--- src/rtl/params_share_pkg.sv ---
// Shared types, constants and the LFSR step function for the PSINR
// back-pressure responder.
package params_share_pkg;

  typedef enum logic [1:0] {
    ALWAYS   = 2'd0,
    RANDOM   = 2'd1,
    PERIODIC = 2'd2,
    HOLD     = 2'd3
  } bp_mode_e;

  typedef enum logic {
    CH_RUN   = 1'b0,
    CH_FORCE = 1'b1
  } bp_ch_state_e;

  localparam int BP_MODE_W  = 2;
  localparam int BP_FIELD_W = 8;
  localparam int BP_SEED_W  = 32;
  // Full config bus: mode, thresh, on_len, off_len, max_stall, seed.
  localparam int BP_CFG_WIDTH = BP_MODE_W + 4 * BP_FIELD_W + BP_SEED_W;

  // Right-shift Galois mask for x^32 + x^22 + x^2 + x + 1.
  localparam logic [31:0] BP_LFSR_POLY         = 32'h8020_0003;
  localparam logic [31:0] BP_LFSR_DEFAULT_SEED = 32'hACE1_0001;

  // Latched pattern configuration; the seed goes straight into the LFSR.
  typedef struct packed {
    logic [BP_FIELD_W-1:0] max_stall;
    logic [BP_FIELD_W-1:0] off_len;
    logic [BP_FIELD_W-1:0] on_len;
    logic [BP_FIELD_W-1:0] thresh;
    bp_mode_e              mode;
  } bp_cfg_t;

  function automatic logic [31:0] lfsr_step(input logic [31:0] s);
    return {1'b0, s[31:1]} ^ (s[0] ? BP_LFSR_POLY : 32'h0);
  endfunction

endpackage

--- src/rtl/psinr_bp_lfsr.sv ---
// 32-bit Galois LFSR (x^32+x^22+x^2+x+1) with synchronous seed load and
// enable; a zero seed is replaced by the default to avoid the lock-up state.
module psinr_bp_lfsr
  import params_share_pkg::*;
(
  input  logic        clk,
  input  logic        arst_n,
  input  logic        en,
  input  logic        load,
  input  logic [31:0] seed,
  output logic [31:0] state
);

  // NOTE: sequential state uses non-blocking (<=) so every flop samples
  // pre-edge values regardless of block evaluation order.
  always_ff @(posedge clk or negedge arst_n) begin
    if (!arst_n) begin
      state <= BP_LFSR_DEFAULT_SEED;
    end else if (load) begin
      state <= (seed == 32'h0) ? BP_LFSR_DEFAULT_SEED : seed;
    end else if (en) begin
      state <= lfsr_step(state);
    end
  end

endmodule

--- src/rtl/psinr_bp_responder.sv ---
// Sink-side AXI-stream back-pressure responder for the PSINR output channels.
// Define PSINR_BP_STATS_EN to compile in the per-channel beat/stall counters.
module psinr_bp_responder
  import params_share_pkg::*;
#(
  parameter int NUM_CH = 4,
  parameter int CNT_W  = 32
) (
  input  logic                    clk,
  input  logic                    arst_n,
  input  logic [NUM_CH-1:0]       tvalid_i,
  output logic [NUM_CH-1:0]       tready_o,
  input  logic                    cfg_valid,
  output logic                    cfg_ready,
  input  logic [1:0]              cfg_mode,
  input  logic [7:0]              cfg_thresh,
  input  logic [7:0]              cfg_on_len,
  input  logic [7:0]              cfg_off_len,
  input  logic [7:0]              cfg_max_stall,
  input  logic [31:0]             cfg_seed,
  output logic [NUM_CH*CNT_W-1:0] beat_cnt_o,
  output logic [NUM_CH*CNT_W-1:0] stall_cnt_o,
  output logic [NUM_CH-1:0]       force_evt_o
);

  logic                    cfg_load;
  logic [BP_CFG_WIDTH-1:0] cfg_bus;
  bp_cfg_t                 cfg_q;
  logic [31:0]             lfsr_q;
  logic [8:0]              phase_q;
  logic [8:0]              on_eff;
  logic [8:0]              period;
  logic                    phase_on;

  assign cfg_bus  = {cfg_seed, cfg_max_stall, cfg_off_len, cfg_on_len, cfg_thresh, cfg_mode};
  assign cfg_load = cfg_valid & cfg_ready;

  // cfg_ready also marks "out of reset", which delays the first tready by a cycle.
  always_ff @(posedge clk or negedge arst_n) begin
    if (!arst_n) begin
      cfg_ready <= 1'b0;
      cfg_q     <= '{max_stall: 8'd0, off_len: 8'd0, on_len: 8'd0, thresh: 8'd0, mode: ALWAYS};
    end else begin
      cfg_ready <= 1'b1;
      if (cfg_load) begin
        cfg_q <= bp_cfg_t'(cfg_bus[BP_CFG_WIDTH-BP_SEED_W-1:0]);
      end
    end
  end

  // Shared PERIODIC phase: on_eff ones then off_len zeros, restarted by a load.
  assign on_eff   = (cfg_q.on_len == 8'd0) ? 9'd1 : {1'b0, cfg_q.on_len};
  assign period   = on_eff + {1'b0, cfg_q.off_len};
  assign phase_on = (phase_q < on_eff);

  always_ff @(posedge clk or negedge arst_n) begin
    if (!arst_n) begin
      phase_q <= '0;
    end else if (cfg_load || (phase_q >= period - 9'd1)) begin
      phase_q <= '0;
    end else begin
      phase_q <= phase_q + 9'd1;
    end
  end

  psinr_bp_lfsr u_lfsr (
    .clk    (clk),
    .arst_n (arst_n),
    .en     (1'b1),
    .load   (cfg_load),
    .seed   (cfg_bus[BP_CFG_WIDTH-1 -: BP_SEED_W]),
    .state  (lfsr_q)
  );

  for (genvar i = 0; i < NUM_CH; i++) begin : g_ch
    bp_ch_state_e state_q;
    logic [7:0]   run_q;
    logic [8:0]   run_inc;
    logic         tready_q;
    logic         evt_q;
    logic         beat;
    logic         stall;
    logic         guard_hit;
    logic         mode_rdy;
    logic         ready_next;

    assign beat      = tvalid_i[i] & tready_q;
    assign stall     = tvalid_i[i] & ~tready_q;
    assign run_inc   = {1'b0, run_q} + 9'd1;
    assign guard_hit = stall && (cfg_q.max_stall != 8'd0) &&
                       (run_inc >= {1'b0, cfg_q.max_stall});

    // NOTE: default assignment first so no path leaves mode_rdy unassigned,
    // which would otherwise infer a latch.
    always_comb begin
      mode_rdy = 1'b0;
      case (cfg_q.mode)
        ALWAYS:   mode_rdy = 1'b1;
        RANDOM:   mode_rdy = (lfsr_q[8*i +: 8] <= cfg_q.thresh);
        PERIODIC: mode_rdy = phase_on;
        HOLD:     mode_rdy = 1'b0;
      endcase
    end

    assign ready_next = cfg_ready & mode_rdy;

    always_ff @(posedge clk or negedge arst_n) begin
      if (!arst_n) begin
        state_q  <= CH_RUN;
        run_q    <= '0;
        tready_q <= 1'b0;
        evt_q    <= 1'b0;
      end else begin
        evt_q <= 1'b0;
        if (cfg_load) begin
          // A reload beats a same-cycle guard trip: no forced beat, run restarts.
          state_q  <= CH_RUN;
          run_q    <= '0;
          tready_q <= ready_next;
        end else begin
          case (state_q)
            CH_RUN: begin
              if (guard_hit) begin
                state_q  <= CH_FORCE;
                run_q    <= run_inc[7:0];
                tready_q <= 1'b1;
                evt_q    <= 1'b1;
              end else begin
                run_q    <= !stall ? 8'd0 : (run_inc[8] ? 8'hFF : run_inc[7:0]);
                tready_q <= ready_next;
              end
            end
            CH_FORCE: begin
              run_q <= '0;
              if (beat) begin
                state_q  <= CH_RUN;
                tready_q <= ready_next;
              end else begin
                tready_q <= 1'b1;
              end
            end
          endcase
        end
      end
    end

    assign tready_o[i]    = tready_q;
    assign force_evt_o[i] = evt_q;

`ifdef PSINR_BP_STATS_EN
    logic [CNT_W-1:0] beat_cnt_q;
    logic [CNT_W-1:0] stall_cnt_q;

    always_ff @(posedge clk or negedge arst_n) begin
      if (!arst_n) begin
        beat_cnt_q  <= '0;
        stall_cnt_q <= '0;
      end else begin
        if (beat && (beat_cnt_q != '1)) begin
          beat_cnt_q <= beat_cnt_q + CNT_W'(1);
        end
        if (stall && (stall_cnt_q != '1)) begin
          stall_cnt_q <= stall_cnt_q + CNT_W'(1);
        end
      end
    end

    assign beat_cnt_o[i*CNT_W +: CNT_W]  = beat_cnt_q;
    assign stall_cnt_o[i*CNT_W +: CNT_W] = stall_cnt_q;
`else
    assign beat_cnt_o[i*CNT_W +: CNT_W]  = '0;
    assign stall_cnt_o[i*CNT_W +: CNT_W] = '0;
`endif
  end

endmodule
--- config.mk ---
export PLATFORM = sky130hd
export DESIGN_NAME = psinr_bp_responder
export DESIGN_NICKNAME = d
export VERILOG_FILES = /design/src/rtl/params_share_pkg.sv /design/src/rtl/psinr_bp_lfsr.sv /design/src/rtl/psinr_bp_responder.sv
export SDC_FILE = /design/constraint.sdc
export NUM_CORES = 1
export LEC_CHECK = 0
export BUFFER_PORTS_ARGS = -buffer_cell sky130_fd_sc_hd__buf_2
export CAP_MARGIN = 5
export CORE_MARGIN = 1.5
export CORE_UTILIZATION = 40
export CTS_CLUSTER_DIAMETER = 40
export DETAILED_ROUTE_END_ITERATION = 12
export PLACE_DENSITY = 0.71
export SETUP_SLACK_MARGIN = 0.1
export SYNTH_ARGS = -nofsm -noshare
export SYNTH_HDL_FRONTEND = slang
export SYNTH_SLANG_ARGS = --single-unit
export TNS_END_PERCENT = 5
--- constraint.sdc ---
create_clock -name clk -period 5.5 [get_ports clk]
set_input_delay 1.1 -clock clk [delete_from_list [all_inputs] [get_ports clk]]
set_output_delay 1.1 -clock clk [all_outputs]
set_load 0.01 [all_outputs]
==> key figures, run 1 <==
Global route
  – Largest net degree at the start of global routing: between 60 and 70
  – GRT Util Overall: approximately 15%
  – Vias in the first global route: roughly 6,000
  – Initial antenna violation count: 0
  – First-pass GRT wire length: about 29,000 um
  – Grt ovf: 0

Worst setup path
  – Worst path max stage delay: around 600 ps
  – Critical Path Most Common Cell: ha_1
  – Reg2reg path depth: 16
  – R2R Path Start: cfg_q[14]
  – Worst path bufs/invs: 2
  – CP Launch Type: register
  – Data arrival, critical path: between 4000 and 5000 ps
  – Cells along the critical path: nor4_1 -> a21oi_1 -> ha_1 -> inv_1 -> ha_1 -> inv_1 -> fa_1 -> nor2b_1 -> o21a_1 -> o21ai_0 -> nor4b_1 -> a2111oi_0 -> ha_1 -> nand2_1 -> a31oi_1 -> nor3_1
  – Setup slack, reg-to-reg: around 1600 ps
  – Crit Path Class: reg -> reg
  – CP endpoint kind: register
  – Worst R2R End: phase_q[4]
  – Largest fanout on the critical path: 9
  – WP data required: slightly below 6000 ps
  – Top delay family on crit path: compound AO/OA/AOI/OAI gates
  – Cell at the slowest stage of the critical path: a31oi_1

Cells and area
  – Number of diodes: 0
  – Share of layout cells above drive strength 1: a little under an eighth
  – Sequential cell area: between 3000 and 4000 sq um
  – Fillcell total: about 2,300
  – Layout area overhead: 2.69%
  – Commonest non-fill, non-tap cell in the layout: conb_1
  – Commonest cells after routing, fill and taps aside: conb_1, nand2_1, dfrtp_1
  – Post-layout nets: between 1,000 and 1,500
  – Multi-input logic area: 4830 sq um
  – Fin cells: 1,442

Logic synthesis
  – EDFF count, synth: 0
  – Ys async rst share: 100%
  – Post-synthesis sequential element count: between 100 and 150
  – Top cells by area, synth: dfrtp_1, buf_4, ha_1
  – Seq/Total Area, Yosys: 32.4%
  – Synth Area per Inst: between 8 and 9 sq um
  – Synthesized area: slightly above 9000 sq um
  – Synth top area share: 29.9%
  – Cells after Synth: between 1,000 and 1,500
  – Yosys warns: 0
  – Main synth FF type: dfrtp_1
  – Yosys top cell by area: dfrtp_1
  – Count of different cell masters after synthesis: between 50 and 60

Timing
  – Final Slew Violations: 0
  – Fmax: 256 MHz
  – Final Critical Period: about 3900 ps
  – Setup TNS: 0 ps
  – Least-Margin Pin Slew: around 810 ps
  – Clk_skew: between 10 and 15 ps
  – # setup viols final: 0
  – RSZ-0062 raised after global routing: false
  – Final hold vios: 0
  – Final period utilization: between 70% and 80%
  – Worst slew margin: between 40 and 50%

Clocking
  – Post-CTS Setup Repair Bufs: 0
  – CTS resizes: 0
  – Clk buf depth: 2
  – Root Buffer: clkbuf_16
  – Clk sinks: 120
  – TritonCTS clock tree: done
  – Cts bufs inserted: 17
  – Reg clk slew, reported paths: 60 ps
  – Hold Buf Count CTS: 0
  – CTS H-tree depth: 4
  – Clk Latency, worst-skew pair: between 400 and 500 ps

Drt
  – DRC Markers: 0
  – Wire per inst: around 13 um
  – Antenna Violating Nets Remaining: 0
  – Vias: 6,425
  – First drt pass iteration count: 4
  – Initial DRC count: 302
  – Wirelength, routed: 18,100 um
  – Vias per inst: approximately 4.5

Place
  – Port bufs: 81
  – Routability cong.: 0.837
  – Final HPWL DP: ~14,000 um
  – # placed instances: between 1,000 and 1,500

Pwr
  – Sw frac: approximately a third
  – Pwr Density: 316 nW/um^2
  – Clock power frac: 35.5%
  – Peak supply drop: around 0.25 mV
  – Flop pwr share: between 30% and 40%
  – Final Power: ~0.0030 W
  – Internal power: between 0.0015 and 0.002 W
  – Switch Pwr: 0.00103 W
  – Leak Pwr: ~5.2 nW
  – Comb pwr share: roughly 28%

Die
  – Chip Width: roughly 160 um
  – Row count: 55
  – Die area: roughly 24,000 sq um
  – DIE HEIGHT: about 160 um
  – Core Area: between 20,000 and 25,000 sq um
  – Initial core utilization: 40.9%
  – I/O pins: around 340

Run
  – Max-cap check violation count: 0

Worst hold path
  – Hold path endpoint: u_lfsr.state[5]
  – Min-Delay Path Class: reg -> reg
  – Hold path start: u_lfsr.state[6]
  – Hold depth: 2

Outcome
  – Status: complete, no violations
## metrics by stage
stage	hold WS [ps]	setup WS (ps)	util (%)	cell area (sq um)
global placement	467	1680	39.5	8970
detailed placement	474	1660	39.5	8970
finish	491	1600	42.0	9540
CTS	489	1630	42.0	9540
floorplan	450	2230	-	10200
global route	506	1250	42.0	9540
## Yosys cell counts (2+ instances only)
cell and instances:
a211o_1 2, a211oi_1 6, a21o_1 6, a21oi_1 64
a31oi_1 3, and2_1 3, and3_1 6, and4_1 4
buf_1 3, buf_2 2, buf_4 264, buf_6 2
clkbuf_1 13, conb_1 2, dfrtp_1 111, dfstp_2 9
ha_1 100, inv_1 88, nand2_1 141, nand2b_1 9
nand3_1 24, nand4_1 16, nor2_1 22, nor2b_1 6
nor3_1 14, nor4_1 9, nor4_2 2, nor4b_1 2
o2111ai_1 2, o211ai_1 4, o21a_1 7, o21ai_0 49
o21ai_1 5, o21bai_1 3, o22a_1 6, o31ai_1 2
o41ai_1 2, or3_1 4, xnor2_1 18, xor2_1 21
## power by group through the flow
stage / logic [W] / clock network, W / registers, W
after floorplan: 0.000782 / 0 / 0.00108
after global placement: 0.000808 / 0 / 0.00111
after detailed placement: 0.000837 / 0 / 0.00112
after CTS: 0.000846 / 0.00109 / 0.00110
after global routing: 0.000984 / 0.00113 / 0.00112
final: 0.000841 / 0.00107 / 0.00110
## cell families after synthesis
group           after synthesis  share of synthesized area, %
other cells                   2                        0.0808
compound gates              170                          10.9
fa+ha+maj                   101                          13.7
simple gates                265                          13.3
xor+xnor                     39                          3.68
flops                       120                          32.4
buf+inv                     372                          25.9
## state kept, by name, summed over array words and instances (netlist names)
name           flops
cfg_q             34
u_lfsr.state      32
phase_q            9
g_ch.state_q       4
g_ch.run_q        32
g_ch.tready_q      4
g_ch.evt_q         4
cfg_ready          1
## worst max-delay path by stage
| stage | startpoint | endpoint | slack [ps] | cells past startpoint |
|---|---|---|---|---|
| 2_1_floorplan | cfg_q[14] | phase_q[2] | 2230 | 16 |
| 6_report | cfg_q[14] | phase_q[4] | 1600 | 16 |
| 3_3_place_gp | cfg_q[14] | phase_q[8] | 1680 | 16 |
| 5_1_grt | cfg_q[14] | phase_q[8] | 1250 | 16 |
| 3_5_place_dp | cfg_q[14] | phase_q[8] | 1660 | 16 |
| 4_1_cts | cfg_q[14] | phase_q[4] | 1630 | 16 |
## cell type report
class	instances	area share, %
Clock buffer	20	4.79
Tap cell	285	3.74
Sequential cell	120	31.6
Timing Repair Buffer	85	4.59
Multi-Input combinational cell	832	50.6
Clock inverter	12	1.21
Inverter	88	3.46
## worst min-delay path, cell delays in order (launching register included)
cell     delay [ps]
dfrtp_1         350
nand2_1          50
nand2_1          60
## routing by layer
layer / vias to the layer above / GRT usage, % / share of wire, %
li1: 3201 / - / -
met1: 3017 / 20.2 / 45
met2: 196 / 25.4 / 49
met3: 11 / 3.34 / 5.6
met4: 0 / 3.31 / 0.47
met5: - / 0 / 0
(Power assumes the default switching activity.)
==> run 2, diff against run 1 <==
--- a/config.mk
+++ b/config.mk
@@ -5,13 +5,14 @@
 export SDC_FILE = /design/constraint.sdc
 export NUM_CORES = 1
 export LEC_CHECK = 0
+export ABC_AREA = 1
 export BUFFER_PORTS_ARGS = -buffer_cell sky130_fd_sc_hd__buf_2
 export CAP_MARGIN = 5
 export CORE_MARGIN = 1.5
 export CORE_UTILIZATION = 40
 export CTS_CLUSTER_DIAMETER = 40
 export DETAILED_ROUTE_END_ITERATION = 12
-export PLACE_DENSITY = 0.71
+export PLACE_DENSITY = 0.73
 export SETUP_SLACK_MARGIN = 0.1
 export SYNTH_ARGS = -nofsm -noshare
 export SYNTH_HDL_FRONTEND = slang
==> constraint.sdc (replaced) <==
create_clock -name clk -period 3.5 [get_ports clk]
set_input_delay 0.7 -clock clk [delete_from_list [all_inputs] [get_ports clk]]
set_output_delay 0.7 -clock clk [all_outputs]
set_load 0.01 [all_outputs]
==> key figures, run 2 <==
Outcome
  – Status: complete, no violations

Timing
  – Final setup margin: 236 ps (-1360 ps)
  – Final hold vios: 0 (unchanged)
  – WHS: 364 ps (-127 ps)
  – Least-Margin Pin Slew: 783 ps (-22.1 ps)
  – Clk_skew: 10.9 ps (+0.358 ps)
  – Final Slew Violations: 0 (unchanged)
  – Final Critical Period: 3260 ps (-636 ps)
  – # setup viols final: 0 (unchanged)
  – Worst slew margin: 47.8% (+1.7 points)
  – Fmax: 306 MHz (+19%)
  – RSZ-0062 raised after global routing: true
  – Final period utilization: 93.3% (+22 points)

Logic synthesis
  – Yosys warns: 0 (unchanged)
  – Synth Area per Inst: 7.93 sq um (-8.8%)
  – Synth top area share: 29.1% (-0.80 points)
  – EDFF count, synth: 0 (unchanged)
  – Top-count cell post-synth: buf_4
  – Commonest cells post-synth: buf_4, nand2_1, inv_1
  – Yosys top cell by area: dfrtp_1
  – Count of different cell masters after synthesis: 34 (-36%)
  – Cells after Synth: 1,204 (+13%)
  – Post-synthesis sequential element count: 120 (unchanged)
  – Ys async rst share: 100% (unchanged)
  – Top cells by area, synth: dfrtp_1, buf_4, ha_1
  – Seq/Total Area, Yosys: 31.6% (-0.87 points)
  – Synthesized area: 9550 sq um (+2.8%)
  – Main synth FF type: dfrtp_1

Cells and area
  – Most flops, register: cfg_q
  – Number of diodes: 0 (unchanged)
  – Commonest cells after routing, fill and taps aside: conb_1, nand2_1, inv_1
  – Commonest non-fill, non-tap cell in the layout: conb_1
  – Largest register FFs: 34 (unchanged)
  – Share of layout cells above drive strength 1: 11.8% (+0.51 points)
  – Fin cells: 1,621 (+12%)
  – Post-layout nets: 1,463 (+11%)
  – Biggest regs: cfg_q: 34 flops, g_ch.run_q: 32 flops, u_lfsr.state: 32 flops
  – Layout area overhead: 5.09%

Worst setup path
  – Critical path origin: cfg_q[15]
  – Cells along the critical path: inv_2 -> nand4_1 -> o21bai_1 -> inv_1 -> ha_1 -> inv_1 -> ha_1 -> inv_1 -> fa_2 -> o21ai_2 -> nand2_1 -> a21oi_1 -> nor2_1 -> xor2_1 -> ha_1 -> inv_1 -> o31a_1 -> nand4_1 -> buf_6 -> nor3_1
  – Top delay family on crit path: adder cells
  – Crit Path Class: reg -> reg
  – Worst R2R End: phase_q[4]
  – Worst path bufs/invs: 6 (+4)
  – Reg2reg path depth: 20 (+4)
  – Critical Path Most Common Cell: inv_1
  – R2R Path Start: cfg_q[15]
  – CP Launch Type: register
  – CP endpoint kind: register
  – Critical Path Stages: 20 (+4)
  – Setup slack, reg-to-reg: 240 ps (-1360 ps)
  – Worst path max stage delay: 370 ps (-230 ps)
  – Cell at the slowest stage of the critical path: dfrtp_1
  – Largest fanout on the critical path: 9 (unchanged)
  – CP endpoint: phase_q[4]
  – Data arrival, critical path: 3530 ps (-640 ps)
  – WP data required: 3770 ps (-2000 ps)

Drt
  – DRC Markers: 0 (unchanged)
  – Initial DRC count: 325 (+7.6%)
  – Wirelength, routed: 19,600 um (+8.0%)
  – Vias per inst: 4.33 (-2.8%)
  – Wire per inst: 12.1 um (-3.9%)
  – Vias: 7,017 (+9.2%)
  – First drt pass iteration count: 5 (+1)
  – Antenna Violating Nets Remaining: 0 (unchanged)

Clocking
  – Reg clk slew, reported paths: 60 ps (about the same)
  – CTS H-tree depth: 4 (unchanged)
  – Clk Latency, worst-skew pair: 420 ps (about the same)
  – Clk buf depth: 2 (unchanged)
  – TritonCTS clock tree: done
  – Cts bufs inserted: 17 (unchanged)
  – Hold Buf Count CTS: 0 (unchanged)
  – Root Buffer: clkbuf_16
  – Clk sinks: 120 (unchanged)

Place
  – Placement Setup Slack: 13.9 ps (-1640 ps)
  – Final HPWL DP: 15,000 um (+5.8%)
  – Routability cong.: 0.844 (+0.81%)
  – # placed instances: 1,588 (+13%)
  – Port bufs: 81 (unchanged)

Global route
  – Grt ovf: 0 (unchanged)
  – First-pass GRT wire length: 31,100 um (+6.3%)
  – Largest net degree at the start of global routing: 58 (-12%)
  – GRT Util Overall: 16.0% (+0.79 points)
  – Vias in the first global route: 6,463 (+9.5%)
  – Initial antenna violation count: 0 (unchanged)

Worst hold path
  – Min-Delay Path Class: in -> async

Die
  – I/O pins: 338 (unchanged)
  – Chip Width: 157 um (+1.3%)
  – DIE HEIGHT: 157 um (+1.3%)
  – Initial core utilization: 40.7% (-0.24 points)
  – Die area: 24,800 sq um (+2.7%)
  – Row count: 56 (+1.8%)
  – Core Area: 23,500 sq um (+3.4%)

Pwr
  – Peak supply drop: 0.270 mV (+6.5%)
  – Pwr Density: 513 nW/um^2 (+63%)
  – Leak Pwr: 5.65 nW (+8.0%)

Run
  – Max-cap check violation count: 0 (unchanged)
run 2: cell count changes after synthesis, moves of 6 or more:
cell	before	now
inv_1	88	152
nand2_1	141	200
nor2_1	22	65
o21ai_0	49	71
a21oi_1	64	77
nand3_1	24	36
xnor2_1	18	8
nand2b_1	9	0
a211oi_1	6	0
nor2b_1	6	0
nor4_1	9	3
o22a_1	6	0
run 2: where the power goes:
group,leakage [nW],switching (W),internal (W),total (W)
clock,0.315,0.000670,0.00127,0.00194
sequential,1.53,0.000133,0.00158,0.00171
combinational,3.81,0.000941,0.000552,0.00149
total,5.65,0.00174,0.00340,0.00515
run 2: cell families after synthesis:
group	synth area share, %
compound gates	9.11
xor+xnor	2.75
fa+ha+maj	13.3
buf+inv	27.4
flops	31.6
other cells	0.0787
simple gates	15.7
run 2: layer usage:
metal	share of wire [%]	routed length [um]	vias up	track usage [%]
met5	0	0	-	0
met4	1.3	255	0	4.54
met3	5.3	1040	18	3.58
met2	51	9890	252	28.4
met1	43	8400	3251	19.3
li1	-	-	3496	-
run 2: repair_timing:
item	CTS	global route
resized for setup	2	8
pin swaps	1	4
setup endpoints to repair	9	9
cloned	0	0
hold endpoints to repair	0	0
buffers inserted	1	0
run 2: worst min path at each step:
| stage | to | startpoint |
|---|---|---|
| 2_1_floorplan | cfg_q[0] | arst_n |
| 3_3_place_gp | u_lfsr.state[17] | u_lfsr.state[18] |
| 3_5_place_dp | cfg_q[10] | cfg_q[10] |
| 4_1_cts | cfg_q[14] | arst_n |
| 5_1_grt | cfg_q[14] | arst_n |
| 6_report | cfg_q[11] | arst_n |
run 2: layout make-up:
type | instances | area (sq um)
clock buffers | 18 | 429
clock inverters | 14 | 224
fillers | 2357 | 13400
inverters | 152 | 571
multi-input cells | 907 | 4880
flip-flops and latches | 120 | 3010
well taps | 319 | 399
repair buffers | 91 | 512
run 2: stage by stage:
step / total power (W) / utilization, % / setup TNS (ps) / area (sq um)
2_1_floorplan: 0.00298 / - / 0 / 10500
3_3_place_gp: 0.00311 / 39.9 / 0 / 9360
3_5_place_dp: 0.00317 / 39.9 / 0 / 9360
4_1_cts: 0.00516 / 42.7 / 0 / 10000
5_1_grt: 0.00551 / 42.7 / -25.7 / 10000
6_report: 0.00515 / 42.7 / 0 / 10000
